==> config.mk <==
export PLATFORM = sky130hd
export DESIGN_NAME = pc_fetch_unit
export DESIGN_NICKNAME = d
export VERILOG_FILES = /design/src/rtl/pc_fetch_unit.sv
export SDC_FILE = /design/constraint.sdc
export NUM_CORES = 1
export LEC_CHECK = 0
export ABC_CLOCK_PERIOD_IN_PS = 5200
export BUFFER_PORTS_ARGS = -buffer_cell sky130_fd_sc_hd__buf_2
export CORE_MARGIN = 5
export CORE_UTILIZATION = 35
export CTS_BUF_LIST = sky130_fd_sc_hd__clkbuf_8
export CTS_CLUSTER_SIZE = 30
export DETAILED_ROUTE_END_ITERATION = 10
export GPL_ROUTABILITY_DRIVEN = 0
export GPL_TIMING_DRIVEN = 0
export PLACE_DENSITY = 0.7
export SETUP_SLACK_MARGIN = 0.4
export SYNTH_ARGS = -nofsm -noshare
export SYNTH_HDL_FRONTEND = slang
export SYNTH_SLANG_ARGS = --single-unit
==> constraint.sdc <==
create_clock -name clk -period 5.2 [get_ports clk]
set_clock_uncertainty 0.05 [all_clocks]
set_input_delay 1.04 -clock clk [delete_from_list [all_inputs] [get_ports clk]]
set_output_delay 1.04 -clock clk [all_outputs]
set_load 0.01 [all_outputs]
==> src/rtl/pc_fetch_unit.sv <==
// IF-stage fetch engine: owns the PC, fetches one instruction per PC over a
// req/ack instruction-memory handshake and offers if_pc/if_inst to IF/ID.
module pc_fetch_unit #(
    parameter logic [31:0] RESET_PC = 32'h0000_0000
) (
    input  logic        clk,
    input  logic        rst,
    input  logic [5:0]  stall,
    input  logic        flush,
    input  logic [31:0] new_pc,
    input  logic        branch_flag_i,
    input  logic [31:0] branch_target_address_i,
    input  logic        mem_ack_i,
    input  logic [31:0] mem_data_i,
    output logic        mem_req_o,
    output logic [31:0] mem_addr_o,
    output logic [31:0] if_pc,
    output logic [31:0] if_inst,
    output logic        stallreq_from_if
);

    typedef enum logic [1:0] {
        S_IDLE    = 2'd0,
        S_BUSY    = 2'd1,
        S_HOLD    = 2'd2,
        S_DISCARD = 2'd3
    } state_t;

    state_t      r_state;
    state_t      w_state_nxt;
    logic [31:0] r_pc;
    logic [31:0] r_inst_q;
    logic [31:0] r_mem_addr;
    logic        r_mem_req;
    logic        w_ack_busy;
    logic        w_stallreq;
    logic        w_accept;
    logic [31:0] w_next_pc;
    logic        w_unused_stall;

    // Only stall[1] (IF/ID hold) concerns the fetch stage.
    assign w_unused_stall = ^{stall[5:2], stall[0]};

    assign w_accept  = !w_stallreq && !stall[1];
    assign w_next_pc = branch_flag_i ? branch_target_address_i : r_pc + 32'd4;

    // State register.
    always_ff @(posedge clk) begin
        if (rst) begin
            r_state <= S_IDLE;
        end else begin
            r_state <= w_state_nxt;
        end
    end

    // Next-state logic; flush outranks acceptance, but an open bus request must still see its ack.
    always_comb begin
        w_state_nxt = r_state;
        if (flush) begin
            if ((r_state == S_BUSY || r_state == S_DISCARD) && !mem_ack_i) begin
                w_state_nxt = S_DISCARD;
            end else begin
                w_state_nxt = S_IDLE;
            end
        end else begin
            case (r_state)
                S_IDLE:    w_state_nxt = S_BUSY;
                S_BUSY: begin
                    if (mem_ack_i) begin
                        w_state_nxt = w_accept ? S_IDLE : S_HOLD;
                    end else begin
                        w_state_nxt = S_BUSY;
                    end
                end
                S_HOLD:    w_state_nxt = w_accept ? S_IDLE : S_HOLD;
                S_DISCARD: w_state_nxt = mem_ack_i ? S_IDLE : S_DISCARD;
                default:   w_state_nxt = S_IDLE;
            endcase
        end
    end

    // Output decode: an instruction is available when held, or when memory answers while BUSY.
    always_comb begin
        w_ack_busy = 1'b0;
        w_stallreq = 1'b1;
        case (r_state)
            S_IDLE:    w_stallreq = 1'b1;
            S_BUSY: begin
                w_ack_busy = mem_ack_i;
                w_stallreq = !mem_ack_i;
            end
            S_HOLD:    w_stallreq = 1'b0;
            S_DISCARD: w_stallreq = 1'b1;
            default:   w_stallreq = 1'b1;
        endcase
    end

    // PC, captured instruction and bus request registers.
    always_ff @(posedge clk) begin
        if (rst) begin
            r_pc       <= RESET_PC;
            r_inst_q   <= 32'h0000_0000;
            r_mem_req  <= 1'b0;
            r_mem_addr <= 32'h0000_0000;
        end else if (flush) begin
            r_pc     <= new_pc;
            r_inst_q <= 32'h0000_0000;
            if ((r_state == S_BUSY || r_state == S_DISCARD) && mem_ack_i) begin
                r_mem_req <= 1'b0;
            end
        end else begin
            case (r_state)
                S_IDLE: begin
                    r_mem_req  <= 1'b1;
                    r_mem_addr <= r_pc;
                end
                S_BUSY: begin
                    if (mem_ack_i) begin
                        r_mem_req <= 1'b0;
                        r_inst_q  <= mem_data_i;
                        if (w_accept) begin
                            r_pc <= w_next_pc;
                        end
                    end
                end
                S_HOLD: begin
                    if (w_accept) begin
                        r_pc <= w_next_pc;
                    end
                end
                S_DISCARD: begin
                    if (mem_ack_i) begin
                        r_mem_req <= 1'b0;
                    end
                end
                default: begin
                    r_mem_req <= 1'b0;
                end
            endcase
        end
    end

    assign mem_req_o        = r_mem_req;
    assign mem_addr_o       = r_mem_addr;
    assign if_pc            = r_pc;
    assign if_inst          = w_ack_busy ? mem_data_i : r_inst_q;
    assign stallreq_from_if = w_stallreq;

endmodule

==> results.md <==
- Status: finished clean
- LEAKAGE: 2.79 nW
- Place WS: 1.63 ns
- Maximum clock frequency: 280 MHz
- Setup crit start kind: register
- Final min period: 3.57 ns
- CTS tree: yes
- Port-buffer cells: 198
- RSZ-0062 raised after global routing: false
- Die area: 16200 µm²
- Post-synth EDFFs: 0
- Post-route ant nets: 0
- Gr usage total: 21.7%
- Worst-Margin Slew: 0.837 ns
- Area share of and/or/nand/nor cells after synthesis: 24.0%
- Most frequent cells in the layout: buf_2, dfxtp_1, nand2_1, a21oi_1, nor2_1
- Area Overhead vs Synth: 30.2%
- IO Pins: 205
- CP endpoint kind: primary output
- Pin count of the biggest net entering global routing: 17
- Synth Area per Inst: 8.35 µm²
- Cell mode on critical path: clkbuf_1
- Via density per instance: 5.43
- Setup_tns: 0 ns
- Synth Flop Type: dfxtp_1
- DRT met1 WL: 7370 µm
- Post-route DRC: 0
- Share of cells above drive strength 1: 32.6%
- Initial DRC count: 512
- Max incr delay on CP: 0.46 ns
- Max-slew headroom: 44.0%
- Commonest non-fill, non-tap cell in the layout: buf_2
- Antenna Cells: 0
- Setup Buffers After CTS: 0
- H-tree Lvls: 3
- Placeable Area: 13700 µm²
- Synth Instances: 578
- TritonCTS Buffers: 9
- 1st-pass router iterations: 6
- Post-CTS Resized: 0
- Syn nets: 690
- Post-route worst setup slack: 1.63 ns
- Initial Utilization: 35.2%
- WL final: 18000 µm
- FFs w/ async S/R, synth: 0%
- Compound-cell area share of the yosys netlist: 20.7%
- Num rows: 43
- Final worst-path cycle share: 68.6%
- Num Clock Sinks: 99
- Yosys reg bits: 99
- Synth unique cells: 58
- Max Used Layer: met5
- First-pass GRT wire length: 27700 µm
- Mux contribution to synthesized area: 9.36%
- Sequential area share after synthesis: 41.1%
- Antenna violations before repair: 4
- Peak supply drop: 182 µV
- Root buffer cell: clkbuf_8
- Power per cell area: 277 nW/µm²
- Die Ht: 127 µm
- Worst-Skew Late Latency: 0.38 ns
- Gr ovfl total: 0
- Hold Vio Cnt, Final: 0
- Die Wd: 127 µm
- Arr. time, crit path: 2.48 ns
- Adder-Cell Fraction of Synth Area: 1.30%
- Max-cap violations: 0
- Hold Path Class: reg -> reg
- Met2 Wirelength: 7830 µm
- CTS Hold Bufs: 0
- Syn. warnings: 0
- Main combinational cell family by area after synthesis: simple AND/OR/NAND/NOR gates
- Clock transition at path regs: 0.09 ns
- Crit path cell chain: inv_1 > ha_1 > clkbuf_1 > nand2_1 > clkbuf_1 > mux2_2 > buf_2
- Bufs and invs on worst path: 4
- Routed wire length per instance: 18.5 µm
- Crit-path slowest cell: clkbuf_1
- Vias in the first global route: 5061
- NumNets Final: 899
- HPWL after DPL: 13500 µm
- Crit Path Class: reg -> out
- CP required: 4.11 ns
- Routed wl met3: 2300 µm
- Critical path's top delay family: buffers and inverters
- Fill count: 1412
- Post-Synth XOR/XNOR Area: 0%
- Vias post-DR: 5278
- Slew Limit Fails: 0
- Synth Cell Area: 4820 µm²
- Critical-path maximum fanout: 10
- Clk buf depth: 2
- Setup-failing EPs final: 0
cell families after synthesis:
family                   after synthesis
AND/OR/NAND/NOR                      230
flip-flops                            99
buffers and inverters                 46
adder cells (fa/ha/maj)                5
AO/OA/AOI/OAI                        157
multiplexers                          41
registers in the layout, summed over array words and instances, names as in the netlist:
name        cells
if_pc          32
mem_addr_o     32
mem_req_o       1
r_inst_q       32
r_state         2
cell usage after synthesis, types with 4 or more instances:
library cell	instances	area, µm²
clkbuf_1	31	116
and2_1	33	206
o31ai_1	4	30.0
nor4_1	4	25.0
a211oi_1	9	67.6
mux2_2	33	372
o22ai_1	9	56.3
nand4_1	11	68.8
o21ai_0	25	125
ha_1	5	62.6
nor3_1	10	50.1
and3_1	5	31.3
inv_1	6	22.5
nand3_1	19	95.1
o221ai_1	4	35.0
nand2_1	90	338
a21oi_1	63	315
buf_1	5	18.8
nand2b_1	5	31.3
a21o_1	7	52.6
dfxtp_1	99	1980
a2111oi_0	7	61.3
nor2_1	36	135
mux2i_1	8	80.1
per-stage QoR:
step	hold WS [ns]	std cells	area (µm²)	total power, mW	util [%]
global placement	0.389	956	6040	1.15	44.0
CTS	0.408	972	6280	1.76	45.8
floorplan	0.431	578	4820	1.00	-
finish	0.405	972	6280	1.74	45.8
global route	0.428	972	6280	1.82	45.8
detailed placement	0.394	956	6040	1.15	44.0
worst paths after layout:
kind | from | to | slack [ns] | cells after the start
worst min register to register | mem_addr_o[17] | mem_addr_o[17] | 0.40 | 2
worst min-delay path | mem_addr_o[17] | mem_addr_o[17] | 0.40 | 2
worst max-delay path | r_state[1] | if_inst[6] | 1.63 | 7
worst max register to register | r_state[1] | if_pc[21] | 2.51 | 9
worst reg2reg max path, stage by stage (launching register included):
cell	delay, ns
dfxtp_1	0.34
inv_1	0.09
ha_1	0.14
clkbuf_1	0.27
nand2_1	0.25
a21oi_2	0.50
nor2_1	0.18
clkbuf_1	0.35
a211o_1	0.36
a21oi_1	0.11
layer usage:
| layer | vias up | track usage, % |
|---|---|---|
| met5 | - | 0 |
| met4 | 6 | 8.45 |
| met3 | 40 | 7.11 |
| met2 | 345 | 33.8 |
| met1 | 2389 | 28.0 |
| li1 | 2498 | - |
power breakdown:
part           switching, mW  internal, mW  total [mW]
Clock                  0.286         0.319       0.605
Combinational          0.173         0.123       0.297
Sequential            0.0434         0.793       0.837
cell type report:
cell class	instances	area, µm²	area share [%]
Inverter	8	30.0	0.478
Timing Repair Buffer	198	991	15.8
Sequential cell	99	1980	31.5
Clock buffer	9	124	1.97
Clock inverter	7	118	1.87
Buffer	38	145	2.31
Tap cell	180	225	3.58
Multi-Input combinational cell	433	2670	42.5
Note: power is estimated with default switching activity, not from simulation.
